[config.mk]
export PLATFORM = sky130hd
export DESIGN_NAME = adc_lvds_frame_generator
export DESIGN_NICKNAME = d
export VERILOG_FILES = /design/src/rtl/adc_lvds_pkg.sv /design/src/rtl/adc_lvds_frame_generator_word_source.sv /design/src/rtl/adc_lvds_frame_generator.sv
export SDC_FILE = /design/constraint.sdc
export NUM_CORES = 1
export LEC_CHECK = 0
export CORE_ASPECT_RATIO = 1.25
export CORE_MARGIN = 5
export CORE_UTILIZATION = 63
export CTS_BUF_LIST = sky130_fd_sc_hd__clkbuf_4
export DETAILED_ROUTE_END_ITERATION = 8
export PLACE_DENSITY = 0.88
export SYNTH_ARGS = -nofsm -noshare
export SYNTH_HDL_FRONTEND = slang
export SYNTH_SLANG_ARGS = --single-unit
export TNS_END_PERCENT = 50
[constraint.sdc]
create_clock -name i_lvds_bitClk -period 4.9 [get_ports i_lvds_bitClk]
set_input_delay 0.735 -clock i_lvds_bitClk [delete_from_list [all_inputs] [get_ports i_lvds_bitClk]]
set_output_delay 0.735 -clock i_lvds_bitClk [all_outputs]
set_load 0.02 [all_outputs]
[src/rtl/adc_lvds_pkg.sv]
package adc_lvds_pkg;

  localparam int unsigned DEF_SAMPLE_WIDTH = 12;
  localparam int unsigned DEF_LANES        = 2;

  typedef enum logic [1:0] {
    TM_DATA = 2'b00,
    TM_RAMP = 2'b01,
    TM_IDLE = 2'b10,
    TM_ALT  = 2'b11
  } test_mode_e;

  typedef enum logic [1:0] {
    ST_IDLE = 2'd0,
    ST_SYNC = 2'd1,
    ST_RUN  = 2'd2
  } state_e;

endpackage

[src/rtl/adc_lvds_frame_generator_word_source.sv]
module adc_lvds_word_source
  import adc_lvds_pkg::*;
#(
  parameter int unsigned             SAMPLE_WIDTH = DEF_SAMPLE_WIDTH,
  parameter logic [SAMPLE_WIDTH-1:0] IDLE_WORD    = 12'h800
) (
  input  logic                    clk,
  input  logic                    rst_n,
  input  logic [1:0]              mode,
  input  logic [SAMPLE_WIDTH-1:0] sample,
  input  logic                    sample_valid,
  output logic                    sample_ready,
  input  logic                    load,
  input  logic                    restart,
  output logic [SAMPLE_WIDTH-1:0] word,
  output logic                    underrun
);

  test_mode_e                mode_e;
  logic [SAMPLE_WIDTH-1:0]   hold_word;
  logic                      hold_full;
  logic                      hold_full_nxt;
  logic [SAMPLE_WIDTH-1:0]   ramp;
  logic                      alt_sel;
  logic [SAMPLE_WIDTH-1:0]   alt_a;
  logic                      accept;
  logic                      consume;

  assign mode_e = test_mode_e'(mode);

  // 0xAAA-style pattern stretched or cut to the sample width: bit i = i mod 2.
  always_comb begin
    alt_a = '0;
    for (int unsigned i = 0; i < SAMPLE_WIDTH; i++) begin
      alt_a[i] = i[0];
    end
  end

  always_comb begin
    word     = IDLE_WORD;
    underrun = 1'b0;
    case (mode_e)
      TM_DATA: begin
        word     = hold_full ? hold_word : IDLE_WORD;
        underrun = load && !hold_full;
      end
      TM_RAMP: word = ramp;
      TM_IDLE: word = IDLE_WORD;
      TM_ALT:  word = alt_sel ? ~alt_a : alt_a;
      default: word = IDLE_WORD;
    endcase
  end

  assign accept        = sample_valid && sample_ready;
  assign consume       = load && (mode_e == TM_DATA) && hold_full;
  assign hold_full_nxt = (hold_full && !consume) || accept;

  always_ff @(posedge clk or negedge rst_n) begin
    if (!rst_n) begin
      hold_word    <= '0;
      hold_full    <= 1'b0;
      sample_ready <= 1'b0;
      ramp         <= '0;
      alt_sel      <= 1'b0;
    end else begin
      hold_full    <= hold_full_nxt;
      sample_ready <= !hold_full_nxt;
      if (accept) begin
        hold_word <= sample;
      end
      if (load && (mode_e == TM_RAMP)) begin
        ramp <= ramp + SAMPLE_WIDTH'(1);
      end
      if (restart) begin
        alt_sel <= 1'b0;
      end else if (load && (mode_e == TM_ALT)) begin
        alt_sel <= !alt_sel;
      end
    end
  end

endmodule

[src/rtl/adc_lvds_frame_generator.sv]
module adc_lvds_frame_generator
  import adc_lvds_pkg::*;
#(
  parameter int unsigned             SAMPLE_WIDTH    = DEF_SAMPLE_WIDTH,
  parameter int unsigned             LANES           = DEF_LANES,
  parameter int unsigned             PREAMBLE_FRAMES = 4,
  parameter logic [SAMPLE_WIDTH-1:0] IDLE_WORD       = 12'h800
) (
  input  logic                    i_lvds_bitClk,
  input  logic                    i_rst_n,
  input  logic                    i_enable,
  input  logic [1:0]              i_testMode,
  input  logic [SAMPLE_WIDTH-1:0] i_sample,
  input  logic                    i_sampleValid,
  output logic                    o_sampleReady,
  input  logic                    i_clrUnderrun,
  output logic                    o_frameClk,
  output logic [LANES-1:0]        o_data,
  output logic                    o_frameStart,
  output logic                    o_underrun,
  output logic [15:0]             o_frameCount
);

  localparam int unsigned FRAME_LEN = SAMPLE_WIDTH / LANES;
  localparam int unsigned PHASE_W   = $clog2(FRAME_LEN);
  localparam int unsigned PRE_W     = (PREAMBLE_FRAMES > 1) ? $clog2(PREAMBLE_FRAMES) : 1;

  localparam logic [PHASE_W-1:0] PH_LAST  = PHASE_W'(FRAME_LEN - 1);
  localparam logic [PHASE_W-1:0] PH_HALF  = PHASE_W'(FRAME_LEN / 2);
  localparam logic [PRE_W-1:0]   PRE_LAST = PRE_W'(PREAMBLE_FRAMES - 1);

  if (((SAMPLE_WIDTH % LANES) != 0) || (FRAME_LEN < 4) || ((FRAME_LEN % 2) != 0) ||
      (PREAMBLE_FRAMES < 1)) begin : g_param_check
    $error("adc_lvds_frame_generator: SAMPLE_WIDTH/LANES must be an even integer >= 4 and PREAMBLE_FRAMES >= 1");
  end

  state_e                  state;
  state_e                  nxt_state;
  logic [PHASE_W-1:0]      phase;
  logic [PHASE_W-1:0]      nxt_phase;
  logic [PRE_W-1:0]        pre_cnt;
  logic [PRE_W-1:0]        nxt_pre;
  logic [SAMPLE_WIDTH-1:0] shift_word;
  logic [SAMPLE_WIDTH-1:0] nxt_word;
  logic [LANES-1:0]        nxt_data;
  logic                    stop_req;
  logic                    stop;
  logic                    last_phase;
  logic                    load;
  logic                    sync_entry;
  logic                    active_nxt;
  logic [SAMPLE_WIDTH-1:0] src_word;
  logic                    src_underrun;

  adc_lvds_word_source #(
    .SAMPLE_WIDTH (SAMPLE_WIDTH),
    .IDLE_WORD    (IDLE_WORD)
  ) u_word_source (
    .clk          (i_lvds_bitClk),
    .rst_n        (i_rst_n),
    .mode         (i_testMode),
    .sample       (i_sample),
    .sample_valid (i_sampleValid),
    .sample_ready (o_sampleReady),
    .load         (load),
    .restart      (sync_entry),
    .word         (src_word),
    .underrun     (src_underrun)
  );

  always_comb begin
    nxt_state  = state;
    nxt_phase  = phase;
    nxt_pre    = pre_cnt;
    nxt_word   = shift_word;
    load       = 1'b0;
    sync_entry = 1'b0;
    stop       = stop_req || !i_enable;
    last_phase = (phase == PH_LAST);
    case (state)
      ST_IDLE: begin
        if (i_enable) begin
          nxt_state  = ST_SYNC;
          nxt_phase  = '0;
          nxt_pre    = '0;
          nxt_word   = IDLE_WORD;
          sync_entry = 1'b1;
        end
      end
      ST_SYNC: begin
        nxt_phase = last_phase ? '0 : phase + PHASE_W'(1);
        if (last_phase) begin
          if (stop) begin
            nxt_state = ST_IDLE;
          end else if (pre_cnt == PRE_LAST) begin
            nxt_state = ST_RUN;
            load      = 1'b1;
            nxt_word  = src_word;
          end else begin
            nxt_pre  = pre_cnt + PRE_W'(1);
            nxt_word = IDLE_WORD;
          end
        end
      end
      ST_RUN: begin
        nxt_phase = last_phase ? '0 : phase + PHASE_W'(1);
        if (last_phase) begin
          if (stop) begin
            nxt_state = ST_IDLE;
          end else begin
            load     = 1'b1;
            nxt_word = src_word;
          end
        end
      end
      default: begin
        nxt_state = ST_IDLE;
        nxt_phase = '0;
      end
    endcase
  end

  assign active_nxt = (nxt_state != ST_IDLE);

  // Outputs are registered from the next-cycle phase/word so they line up with the phase they describe.
  always_comb begin
    nxt_data = '0;
    for (int unsigned p = 0; p < FRAME_LEN; p++) begin
      if (nxt_phase == PHASE_W'(p)) begin
        nxt_data = nxt_word[p*LANES +: LANES];
      end
    end
  end

  always_ff @(posedge i_lvds_bitClk or negedge i_rst_n) begin
    if (!i_rst_n) begin
      state        <= ST_IDLE;
      phase        <= '0;
      pre_cnt      <= '0;
      shift_word   <= '0;
      stop_req     <= 1'b0;
      o_frameClk   <= 1'b0;
      o_data       <= '0;
      o_frameStart <= 1'b0;
      o_underrun   <= 1'b0;
      o_frameCount <= '0;
    end else begin
      state      <= nxt_state;
      phase      <= nxt_phase;
      pre_cnt    <= nxt_pre;
      shift_word <= nxt_word;
      // A disable seen anywhere in the frame is latched so the frame still ends in IDLE.
      stop_req   <= (nxt_state == ST_IDLE) ? 1'b0
                  : (stop_req || ((state != ST_IDLE) && !i_enable));

      o_frameClk   <= active_nxt && (nxt_phase < PH_HALF);
      o_data       <= active_nxt ? nxt_data : '0;
      o_frameStart <= active_nxt && (nxt_phase == '0);

      if (src_underrun) begin
        o_underrun <= 1'b1;
      end else if (i_clrUnderrun) begin
        o_underrun <= 1'b0;
      end

      if (sync_entry) begin
        o_frameCount <= '0;
      end else if (active_nxt && (nxt_phase == '0)) begin
        o_frameCount <= o_frameCount + 16'd1;
      end
    end
  end

endmodule

# ---- Yosys cells after proc, flatten, opt, wreduce, memory -nomap -nowiden
# Cells that the tools add are included.
dict set report op_classes {
  n_addsub 4
  order_cmp 1
  n_eq_ne 16
  muxes 48
  n_reduce_logical 30
}
# op count
set op_table {}
lappend op_table {{2-to-1 mux 12 bit} 8}
lappend op_table {{case mux 12 bit (4 select lines)} 1}
lappend op_table {{case mux 12 bit (3 select lines)} 1}
lappend op_table {{2-to-1 mux 2 bit} 17}
lappend op_table {{2-to-1 mux 16 bit} 2}
lappend op_table {{adder 16 x 1 -> 16 bit, second input constant} 1}
lappend op_table {{2-to-1 mux 1 bit} 13}
lappend op_table {{adder 12 x 1 -> 12 bit, second input constant} 1}
lappend op_table {{nonzero test 2 bit} 6}
lappend op_table {{logical AND 1 bit} 10}
lappend op_table {{== test 3 bit, second input constant} 3}
lappend op_table {{== test 2 bit, second input constant} 4}
lappend op_table {{inequality test 2 bit, second input constant} 4}
lappend op_table {{== test 3 x 2 -> 1 bit, second input constant} 2}
lappend op_table {{zero test 2 bit} 3}
lappend op_table {{2-to-1 mux 3 bit} 2}
lappend op_table {{case mux 2 bit (3 select lines)} 1}
lappend op_table {{case mux 3 bit (2 select lines)} 1}
lappend op_table {{zero test 1 bit} 5}
lappend op_table {{AND reduction 5 bit} 1}
lappend op_table {{== test 2 x 1 -> 1 bit, second input constant} 2}
lappend op_table {{case mux 2 bit (2 select lines)} 1}
lappend op_table {{adder 3 x 1 -> 3 bit, second input constant} 1}
lappend op_table {{== test 3 x 1 -> 1 bit, second input constant} 1}
lappend op_table {{other kinds (6)} 8}
dict set report word_totals {
  register_bits 68
  inputBits 19
  out_inout_bits 22
  word_cells 114
}

# ---- Logic depth before layout (Yosys ltp)
# Gate-level depths: netlist (run 1).
dict set report logic_depth {
  word_depth 13
  ltp_mapped 11
  mapped_depth_nobuf 9
}

# ---- Hierarchy
# A second synthesis (run 1) with hierarchy kept.
dict set report hier_totals {
  cells_unflattened 348
  area_unflattened_um2 3677.3
}
# mod instances cells_per_inst area_each_um2 seq_area_each_um2
set by_module_without_submodules {}
lappend by_module_without_submodules {adc_lvds_frame_generator 1 229 2277.2 1026.0}
lappend by_module_without_submodules {adc_lvds_word_source 1 119 1400.1 675.6}

# ---- Worst setup path before layout (run 1)
# OpenSTA, ideal clock, no wires.
dict set report synth_path {
  path_kind {input -> register}
  from {input port i_testMode[0]}
  to {register u_word_source.ramp[9]}
  setup_ns 0.123
  arrival_ns 2.209
  required_time_ns 4.777
  path_slack_ns 2.568
  stages 8
  path_buffers 2
  cell_sequence {buf_2 -> nor2b_1 -> and4_1 -> clkbuf_1 -> nand4_1 -> nor2_1 -> nand3_1 -> xnor2_1}
}
dict set report synth_via {
  elab_chain_cells 2
}
# item line_no
set synth_rtl {}
lappend synth_rtl {{from (decl)} adc_lvds_frame_generator.sv:12} ;# input logic [1:0] i_testMode,
lappend synth_rtl {{== test 2 x 1 -> 1 bit} adc_lvds_frame_generator_word_source.sv:71} ;# if (load && (mode_e == TM_RAMP)) begin
lappend synth_rtl {{logical AND 1 bit} adc_lvds_frame_generator_word_source.sv:71}
lappend synth_rtl {{to (signal assigned)} adc_lvds_frame_generator_word_source.sv:72} ;# ramp <= ramp + SAMPLE_WIDTH'(1);
lappend synth_rtl {{to (decl)} adc_lvds_frame_generator_word_source.sv:23} ;# logic [SAMPLE_WIDTH-1:0] ramp;
# No other way between the ends.
# A chain may end at the register's enable or synchronous reset.

# ---- Final worst setup path (run 1)
dict set report layout_path {
  from {register state[0]}
  to {register o_frameCount[8]}
}
dict set report layout_via {
  elab_chain_cells 7
  word_cells_on_any_way 18
  cone_classes {eq/ne: 2; mux: 10; reduce/logical: 6}
}
# item line_no
set layout_rtl {}
lappend layout_rtl {{from (decl)} adc_lvds_frame_generator.sv:37} ;# state_e state;
lappend layout_rtl {{from (signal assigned)} adc_lvds_frame_generator.sv:148} ;# state <= nxt_state;
lappend layout_rtl {{2-to-1 mux 2 bit} adc_lvds_frame_generator.sv:95} ;# end else if (pre_cnt == PRE_LAST) begin
lappend layout_rtl {{2-to-1 mux 2 bit} adc_lvds_frame_generator.sv:93} ;# if (stop) begin
lappend layout_rtl {{2-to-1 mux 2 bit} adc_lvds_frame_generator.sv:92} ;# if (last_phase) begin
lappend layout_rtl {{case mux 2 bit (3 select lines)} adc_lvds_frame_generator.sv:80} ;# case (state)
lappend layout_rtl {{nonzero test 2 bit} adc_lvds_frame_generator.sv:123} ;# assign active_nxt = (nxt_state != ST_IDLE);
lappend layout_rtl {{logical AND 1 bit} adc_lvds_frame_generator.sv:168} ;# end else if (active_nxt && (nxt_phase == '0)) begin
lappend layout_rtl {{nonzero test 2 bit (no source line)} --}
lappend layout_rtl {{to (signal assigned)} adc_lvds_frame_generator.sv:169} ;# o_frameCount <= o_frameCount + 16'd1;
lappend layout_rtl {{to (decl)} adc_lvds_frame_generator.sv:21} ;# output logic [15:0] o_frameCount
# Parallel ways exist; a longest one is shown, timed or not.

==> impl_metrics.yaml, run 1 <==
routing:
  vias: 3041
  drcViolationCount: 0
  firstDrtPassIters: 5
  wl_um: 8110
  detail-route-antenna-nets: 0
  via_per_inst: 6.39
  routedWlPerCell_um: 17.0
  drt-initial-drc-count: 397
worst_setup_path:
  crit_type: "register to register"
  cp_top_family: "compound AO/OA/AOI/OAI gates"
  r2r_end: "o_frameCount[8]"
  setup.worst_path.end_class: "register"
  worst_path_max_delay_cell: "a21oi_2"
  worst-path-buf-inv: 2
  worstPathArrival_ns: 3.60
  r2r-start: "state[0]"
  max_stage_delay_ns: 0.72
  rr_worst_depth: 9
  crit_required_ns: 5.20
  worstPathCellList: "inv_1 > ha_1 > a21bo_1 > a211oi_1 > nor2_1 > a21oi_2 > buf_4 > or3_1 > a21oi_1"
  ff2ff_setup_slack_ns: 1.60
  critPathLaunchType: "register"
  crit_path_max_fanout: 25
die:
  die_x_um: 78.1
  ios: 41
  initial_core_util: 0.641
  core-area_um2: 5700
  rows: 31
  die_h_um: 95.1
  die_area_um2: 7430
yosys:
  synth_area_um2: 3650
  yosysWarnings: 0
  syn_inst: 372
  ys_seq_area_frac: 0.466
  yosysMostFrequentCell: "dfrtp_1"
  synth_top_area_cell: "dfrtp_1"
  synth_seq_cells: 68
  synth_edf_count: 0
  syn_avg_cell_area_um2: 9.82
  synth_commonest_cells: "dfrtp_1 (68), nand2_1 (33), a21oi_1 (30)"
  synth_fp_nets: 398
  synth_area_leaders: "dfrtp_1 (47%), mux2_2 (4.3%), a21oi_1 (4.1%), nand2_1 (3.4%), ha_1 (2.4%)"
  synth_cell_types: 57
  synth_top_flop_cell: "dfrtp_1"
  async_reset_ff_frac: 1.00
  netlist.area_leader.share: 0.466
global_route:
  antenna_found_initial: 0
  grt_usage: 0.234
  grt_pass1_vias: 2900
  grt_overflow_total: 0
  grt_pass1_wl_um: 13800
  grt_max_degree: 69
outcome:
  status: "finished, final reports clean"
timing:
  period_minus_slack_ns: 3.30
  hold_viol: 0
  slew_viol_final: 0
  finalSetupTns_ns: 0
  period_share: 0.674
  rsz0062_at_grt: "no"
  tightest_slew_ns: 1.06
  fin_worst_skew_ns: 0.0247
  slew_headroom: 0.293
  setup-violations-final: 0
  layout_setup_ws_ns: 1.60
  fmax_mhz: 303
clocking:
  cts_hold_buf: 0
  post-cts-setup-buffer-count: 0
  cts_sinks: 68
  cts_buffers: 9
  cts_tree: "done"
  clk_latency_ns: 0.43
  path_clk_slew_ns: 0.13
  post_cts_resized: 0
  clk_path_buf_depth: 2
  cts-root-buf: "clkbuf_4"
  htreeDepth: 3
power_and_ir_drop:
  power_frac_seq: 0.429
  p_int_mw: 1.05
  power.net_switching_uw: 661
  power_frac_comb: 0.354
  swShare: 0.386
  ir_drop_v: 0.000324
  cellLeakagePower_nw: 1.82
  powerDensity_nw_per_um2: 409
  clkPwrFrac: 0.217
flow_run:
  drv_cap: 0
final_layout:
  diodes: 0
  drive_gt1_frac: 0.0976
  area_growth_syn_to_layout_pct: 14.7
  final_net_count: 431
place:
  portBuffers: 40
  globalplace.congestion: 0.921
  dp_slack_ns: 1.26
  dp_hpwl_um: 5770
worst_hold_path:
  min_path_type: "input pin to async pin"
==> metrics by stage <==
step / hold slack (ns) / cell area (um2) / utilization / cells / total power [mW]
2_1_floorplan: 0.433 / 3650 / - / 372 / 1.19
3_3_place_gp: 0.454 / 4050 / 0.710 / 460 / 1.32
3_5_place_dp: 0.461 / 4050 / 0.710 / 460 / 1.34
4_1_cts: 0.482 / 4190 / 0.735 / 476 / 1.72
5_1_grt: 0.499 / 4190 / 0.735 / 476 / 1.83
6_report: 0.457 / 4190 / 0.735 / 476 / 1.71
==> area by class of cell <==
class	count	area [um2]
Inverter	10	37.5
Fill cell	408	1510
Multi-Input combinational cell	273	1810
Tap cell	66	82.6
Sequential cell	68	1700
Clock inverter	7	73.8
Timing Repair Buffer	43	418
Clock buffer	9	67.6
==> power groups by stage <==
stage / Sequential [mW] / Clock [mW] / Combinational, mW
after floorplan: 0.731 / 0 / 0.458
after global placement: 0.740 / 0 / 0.584
after detailed placement: 0.742 / 0 / 0.601
after CTS: 0.732 / 0.382 / 0.603
after global routing: 0.749 / 0.413 / 0.667
final: 0.734 / 0.372 / 0.606
==> worst max path at each step <==
stage	from	end	cells after the start
after floorplan	i_testMode[0]	u_word_source.ramp[9]	8
after global placement	i_enable	o_frameCount[0]	8
after detailed placement	i_enable	o_frameCount[0]	8
after CTS	state[0]	o_frameCount[0]	9
after global routing	state[0]	o_frameCount[0]	9
final	state[0]	o_frameCount[8]	9
==> placed cells by master (no fill, tap or decap), drive strengths merged, types with 8 or more instances in the layout <==
| cell | netlist | final |
|---|---|---|
| clkbuf | 11 | 9 |
| clkdlybuf4s50 | 0 | 39 |
| nor2b | 8 | 8 |
| xnor2 | 8 | 8 |
| nand3 | 15 | 15 |
| o31ai | 11 | 11 |
| o21ai | 18 | 18 |
| a22o | 9 | 9 |
| mux2 | 14 | 14 |
| nand2 | 33 | 33 |
| inv | 10 | 12 |
| a21oi | 31 | 31 |
| dfrtp | 68 | 68 |
| nor2 | 17 | 17 |
==> cell families after synthesis <==
family,count (synthesis),synth area share
simple gates,132,0.195
compound gates,105,0.197
flops,68,0.466
buf+inv,31,0.0391
mux,15,0.0459
xor+xnor,14,0.0336
fa+ha+maj,7,0.0240
==> registers in the layout, summed over array words and instances (netlist names) <==
register,count
u_word_source.ramp,12
u_word_source.hold_word,12
shift_word,12
u_word_source.hold_full,1
u_word_source.sample_ready,1
pre_cnt,2
u_word_source.alt_sel,1
phase,3
stop_req,1
o_frameCount,16
o_frameStart,1
o_data,2
o_frameClk,1
o_underrun,1
state,2
==> routing by layer <==
metal | up-vias | global-route usage | wire length (um)
met5 | - | 0 | 0
met2 | 125 | 0.388 | 4020
met3 | 26 | 0.0624 | 556
met4 | 0 | 0.0915 | 216
li1 | 1438 | - | -
met1 | 1452 | 0.290 | 3310
Note: power is estimated with default switching activity, not from simulation.
==> run 2, diff against run 1 <==
--- a/config.mk
+++ b/config.mk
@@ -7,10 +7,10 @@
 export LEC_CHECK = 0
 export CORE_ASPECT_RATIO = 1.25
 export CORE_MARGIN = 5
-export CORE_UTILIZATION = 63
+export CORE_UTILIZATION = 58
 export CTS_BUF_LIST = sky130_fd_sc_hd__clkbuf_4
 export DETAILED_ROUTE_END_ITERATION = 8
-export PLACE_DENSITY = 0.88
+export PLACE_DENSITY = 0.82
 export SYNTH_ARGS = -nofsm -noshare
 export SYNTH_HDL_FRONTEND = slang
 export SYNTH_SLANG_ARGS = --single-unit
==> constraint.sdc (replaced) <==
create_clock -name i_lvds_bitClk -period 3.2 [get_ports i_lvds_bitClk]
set_input_delay 0.48 -clock i_lvds_bitClk [delete_from_list [all_inputs] [get_ports i_lvds_bitClk]]
set_output_delay 0.48 -clock i_lvds_bitClk [all_outputs]
set_load 0.02 [all_outputs]
==> run 2 against run 1 <==
  * Routed wire length rose by 3.3%
  * Register-to-register slack worse by 1.2 ns
  * Power up 57%
  * Core utilization down 4.3 points
  * Critical path depth rose by 1
  * Hold slack got worse by 0.39 ns
  * Global-route usage shrank 0.94 points
  * Highest routed layer unchanged
  * Sequential share of layout area fell by 0.73 points
  * Largest power group unchanged
  * Combinational power up 65%
  * Critical endpoint is now o_frameCount[9]
==> impl_metrics.yaml, run 2 (synthesis gave the netlist of run 1 again) <==
final_layout:
  final_net_count: 439
  fin_cells: 502
  drive_gt1_frac: 0.115
  final_cell_mix: "dfrtp_1 (68), clkdlybuf4s50_1 (39), nand2_1 (33)"
  largest_reg_flops: 16
  n_fill_cell: 498
  fin_area_um2: 4270
  layout_commonest_cell: "dfrtp_1"
  area_growth_syn_to_layout_pct: 16.8
  diodes: 0
  top_register: "o_frameCount"
routing:
  routedWlPerCell_um: 16.7
  via_per_inst: 6.12
  drt-initial-drc-count: 335
  drcViolationCount: 0
  wl_um: 8380
  detail-route-antenna-nets: 0
  firstDrtPassIters: 6
  vias: 3070
timing:
  setup-violations-final: 0
  rsz0062_at_grt: "no"
  layout_setup_ws_ns: 0.369
  slew_headroom: 0.566
  whs_ns: 0.0700
  period_minus_slack_ns: 2.83
  slew_viol_final: 0
  finalSetupTns_ns: 0
  fin_worst_skew_ns: 0.0166
  period_share: 0.885
  tightest_slew_ns: 0.652
  fmax_mhz: 353
  hold_viol: 0
clocking:
  cts_sinks: 68
  post_cts_resized: 0
  htreeDepth: 3
  clk_path_buf_depth: 2
  clk_latency_ns: 0.42
  cts_tree: "done"
  path_clk_slew_ns: 0.11
  cts_hold_buf: 0
  cts_buffers: 9
  cts-root-buf: "clkbuf_4"
  post-cts-setup-buffer-count: 0
place:
  dp_hpwl_um: 6100
  portBuffers: 40
  placedCellCount: 487
  dpl-instance-area_um2: 4130
  dp_slack_ns: 0.304
  globalplace.congestion: 0.919
die:
  ios: 41
  die_x_um: 81.0
  die_area_um2: 7990
  die_h_um: 98.7
  rows: 32
  initial_core_util: 0.592
  core-area_um2: 6170
power_and_ir_drop:
  power.net_switching_mw: 1.02
  powerDensity_nw_per_um2: 629
  power_frac_comb: 0.372
  power_frac_seq: 0.421
  p_int_mw: 1.66
  swShare: 0.380
  cellLeakagePower_nw: 1.87
  ir_drop_v: 0.000395
  clkPwrFrac: 0.207
global_route:
  antenna_found_initial: 0
  grt_usage: 0.224
  grt_max_degree: 31
  grt_pass1_vias: 2905
  grt_overflow_total: 0
  grt_pass1_wl_um: 14000
worst_setup_path:
  worstPathCellList: "inv_1 > ha_1 > nor4_1 > a211oi_1 > buf_4 > a311oi_2 > a21oi_2 > buf_4 > or4_1 > a21oi_1"
  rr_worst_depth: 10
  ff2ff_setup_slack_ns: 0.37
  worstPathArrival_ns: 3.18
  path_depth: 10
  cp-startpoint: "state[0]"
  r2r_end: "o_frameCount[9]"
  setup.worst_path.end_class: "register"
  crit_type: "register to register"
  crit_path_max_fanout: 14
  cp_common_cell: "buf_4"
  critPathLaunchType: "register"
  worst-path-buf-inv: 3
  max_stage_delay_ns: 0.50
  r2r-start: "state[0]"
  crit_required_ns: 3.55
  worst_path_max_delay_cell: "or4_1"
  cp_top_family: "simple AND/OR/NAND/NOR gates"
flow_run:
  drv_cap: 0
worst_hold_path:
  min_path_type: "input pin to async pin"
outcome:
  status: "finished, final reports clean"
run 2: cell types whose count changed in the layout (fill, tap and decap cells not counted):
cell	delta
buf_4	+8
clkbuf_4	+2
clkinvlp_4	-2
inv_6	-2
clkinv_1	-1
clkinv_2	+1
clkinv_4	+1
run 2: worst max-delay path by stage:
stage	slack [ns]	to
2_1_floorplan	0.94	o_frameCount[0]
5_1_grt	0.18	o_frameCount[2]
3_3_place_gp	0.43	o_frameCount[11]
3_5_place_dp	0.30	o_frameCount[9]
4_1_cts	0.41	o_frameCount[9]
6_report	0.37	o_frameCount[9]
run 2: layout make-up:
type,count,area [um2],share of cell area
Multi-Input combinational cell,273,1810,0.424
Sequential cell,68,1700,0.399
Timing Repair Buffer,51,478,0.112
Tap cell,85,106,0.0249
Clock buffer,11,82.6,0.0194
Clock inverter,4,51.3,0.0120
Inverter,10,37.5,0.00880
run 2: power groups by stage:
stage / combinational, mW / sequential [mW] / clock (mW)
after global placement: 0.952 / 1.13 / 0
after detailed placement: 0.983 / 1.14 / 0
final: 0.998 / 1.13 / 0.556
after global routing: 1.08 / 1.15 / 0.606
after floorplan: 0.702 / 1.12 / 0
after CTS: 0.988 / 1.12 / 0.569
run 2: layer usage:
metal | share of wire | GRT usage | up-vias
met5 | 0 | 0 | -
met3 | 0.052 | 0.0366 | 28
li1 | - | - | 1450
met4 | 0.029 | 0.107 | 0
met2 | 0.50 | 0.366 | 112
met1 | 0.41 | 0.287 | 1480
run 2: through the flow:
step	utilization	total power [mW]
global placement	0.670	2.08
global route	0.692	2.84
CTS	0.692	2.68
floorplan	-	1.82
finish	0.692	2.68
detailed placement	0.670	2.12
==> run 3, diff against run 2 <==
--- a/config.mk
+++ b/config.mk
@@ -7,10 +7,10 @@
 export LEC_CHECK = 0
 export CORE_ASPECT_RATIO = 1.25
 export CORE_MARGIN = 5
-export CORE_UTILIZATION = 58
+export CORE_UTILIZATION = 63
 export CTS_BUF_LIST = sky130_fd_sc_hd__clkbuf_4
 export DETAILED_ROUTE_END_ITERATION = 8
-export PLACE_DENSITY = 0.82
+export PLACE_DENSITY = 0.88
 export SYNTH_ARGS = -nofsm -noshare
 export SYNTH_HDL_FRONTEND = slang
 export SYNTH_SLANG_ARGS = --single-unit
==> constraint.sdc (replaced) <==
create_clock -name i_lvds_bitClk -period 3.6 [get_ports i_lvds_bitClk]
set_input_delay 0.54 -clock i_lvds_bitClk [delete_from_list [all_inputs] [get_ports i_lvds_bitClk]]
set_output_delay 0.54 -clock i_lvds_bitClk [all_outputs]
set_load 0.02 [all_outputs]
==> run 3 against run 2 <==
  * Non-clock buffer count down 5
  * Global-route usage is 0.84 points higher
  * Hold slack improved by 0.0074 ns
  * Fmax down 0.21%
==> impl_metrics.yaml, run 3 (synthesis gave the netlist of run 1 again) <==
routing:
  drt-initial-drc-count: 219
  wl_um: 8120
  routedWlPerCell_um: 16.9
  via_per_inst: 6.33
  drcViolationCount: 0
  vias: 3030
  detail-route-antenna-nets: 0
  firstDrtPassIters: 5
final_layout:
  fin_area_um2: 4190
  diodes: 0
  final_net_count: 434
  multiInputGateArea_um2: 1810
  drive_gt1_frac: 0.104
  area_growth_syn_to_layout_pct: 14.7
  layout_commonest_cell: "dfrtp_1"
  fin_cells: 479
  top_register: "o_frameCount"
  n_fill_cell: 411
  final_cell_mix: "dfrtp_1 (68), clkdlybuf4s50_1 (39), nand2_1 (33)"
  seq_area_um2: 1700
  largest_reg_flops: 16
place:
  globalplace.congestion: 0.932
  portBuffers: 40
  dpl-instance-area_um2: 4070
  placedCellCount: 463
  dp_hpwl_um: 5890
die:
  die_x_um: 78.1
  core-area_um2: 5700
  die_area_um2: 7430
  ios: 41
  die_h_um: 95.1
  rows: 31
  initial_core_util: 0.641
worst_setup_path:
  crit_required_ns: 3.93
  cp_top_family: "compound AO/OA/AOI/OAI gates"
  critPathLaunchType: "register"
  max_stage_delay_ns: 0.57
  setup.worst_path.end_class: "register"
  cp-startpoint: "state[0]"
  crit_type: "register to register"
  worstPathCellList: "inv_1 > ha_1 > a21bo_1 > a211oi_1 > nor2_1 > a21oi_2 > buf_4 > inv_1 > xnor2_1 > nor2_1"
  crit_path_max_fanout: 30
  r2r-start: "state[0]"
  worst_path_max_delay_cell: "a211oi_1"
  worst-path-buf-inv: 3
  worstPathArrival_ns: 3.17
power_and_ir_drop:
  powerDensity_nw_per_um2: 546
  cellLeakagePower_nw: 1.82
  ir_drop_v: 0.000387
timing:
  period_share: 0.788
  hold_viol: 0
  whs_ns: 0.0773
  tightest_slew_ns: 0.629
  slew_headroom: 0.578
  period_minus_slack_ns: 2.84
  finalSetupTns_ns: 0
  rsz0062_at_grt: "no"
  setup-violations-final: 0
  fmax_mhz: 353
  slew_viol_final: 0
  fin_worst_skew_ns: 0.0177
clocking:
  clk_latency_ns: 0.44
  path_clk_slew_ns: 0.12
  cts_sinks: 68
  cts-root-buf: "clkbuf_4"
  clk_path_buf_depth: 2
  htreeDepth: 3
  post-cts-setup-buffer-count: 0
  cts_hold_buf: 0
  cts_buffers: 9
  post_cts_resized: 0
  cts_tree: "done"
global_route:
  antenna_found_initial: 0
  grt_pass1_vias: 2985
  grt_max_degree: 44
  grt_usage: 0.233
  grt_pass1_wl_um: 13700
  grt_overflow_total: 0
worst_hold_path:
  min_path_type: "input pin to async pin"
flow_run:
  drv_cap: 0
outcome:
  status: "finished, final reports clean"
==> run 3: changes by cell type in the layout (fill, tap and decap cells not counted), moves of 2 or more <==
| cell | previous run | this run |
|---|---|---|
| buf_4 | 11 | 6 |
| clkbuf_4 | 11 | 9 |
| inv_6 | 0 | 2 |
| clkinvlp_4 | 1 | 4 |
==> run 3: cell type report <==
class | instances | area share
Tap cell | 66 | 0.0197
Sequential cell | 68 | 0.406
Clock buffer | 9 | 0.0161
Inverter | 10 | 0.00896
Clock inverter | 7 | 0.0122
Timing Repair Buffer | 46 | 0.105
Multi-Input combinational cell | 273 | 0.432
==> run 3: per-layer routing <==
metal,vias up,share of wire,track usage
met5,-,0,0
met4,0,0.028,0.123
met3,21,0.056,0.0454
met2,110,0.50,0.387
met1,1456,0.41,0.285
li1,1443,-,-
==> run 3: per-stage QoR <==
step | power [mW] | util | setup slack [ns]
after detailed placement | 1.84 | 0.714 | 0.582
after floorplan | 1.62 | - | 1.34
after CTS | 2.28 | 0.735 | 0.827
final | 2.29 | 0.735 | 0.763
after global routing | 2.43 | 0.735 | 0.525
after global placement | 1.82 | 0.714 | 0.661
==> run 3: where the power goes <==
part	internal, mW	switching [mW]
Clock	0.143	0.310
Combinational	0.352	0.485
Sequential	0.878	0.120
Total	1.37	0.915
==> run 3: final timing paths <==
| check | slack, ns | depth (start not counted) | end |
|---|---|---|---|
| max reg2reg | 0.76 | 10 | o_frameCount[0] |
| min | 0.08 | 1 | o_frameCount[14] |
| max in group asynchronous | 2.58 | 2 | u_word_source.hold_word[10] |
| min reg2reg | 0.48 | 2 | shift_word[1] |
| min in group i_lvds_bitClk | 0.48 | 2 | shift_word[1] |
| max | 0.76 | 10 | o_frameCount[0] |
==> run 3: worst reg2reg max path, delay by kind of cell (launching register included) <==
| kind | cells | cell delay [ns] |
|---|---|---|
| AND/OR/NAND/NOR | 2 | 0.17 |
| buffers and inverters | 3 | 0.49 |
| flip-flops | 1 | 0.43 |
| XOR/XNOR | 1 | 0.14 |
| adder cells (fa/ha/maj) | 1 | 0.53 |
| AO/OA/AOI/OAI | 3 | 0.99 |
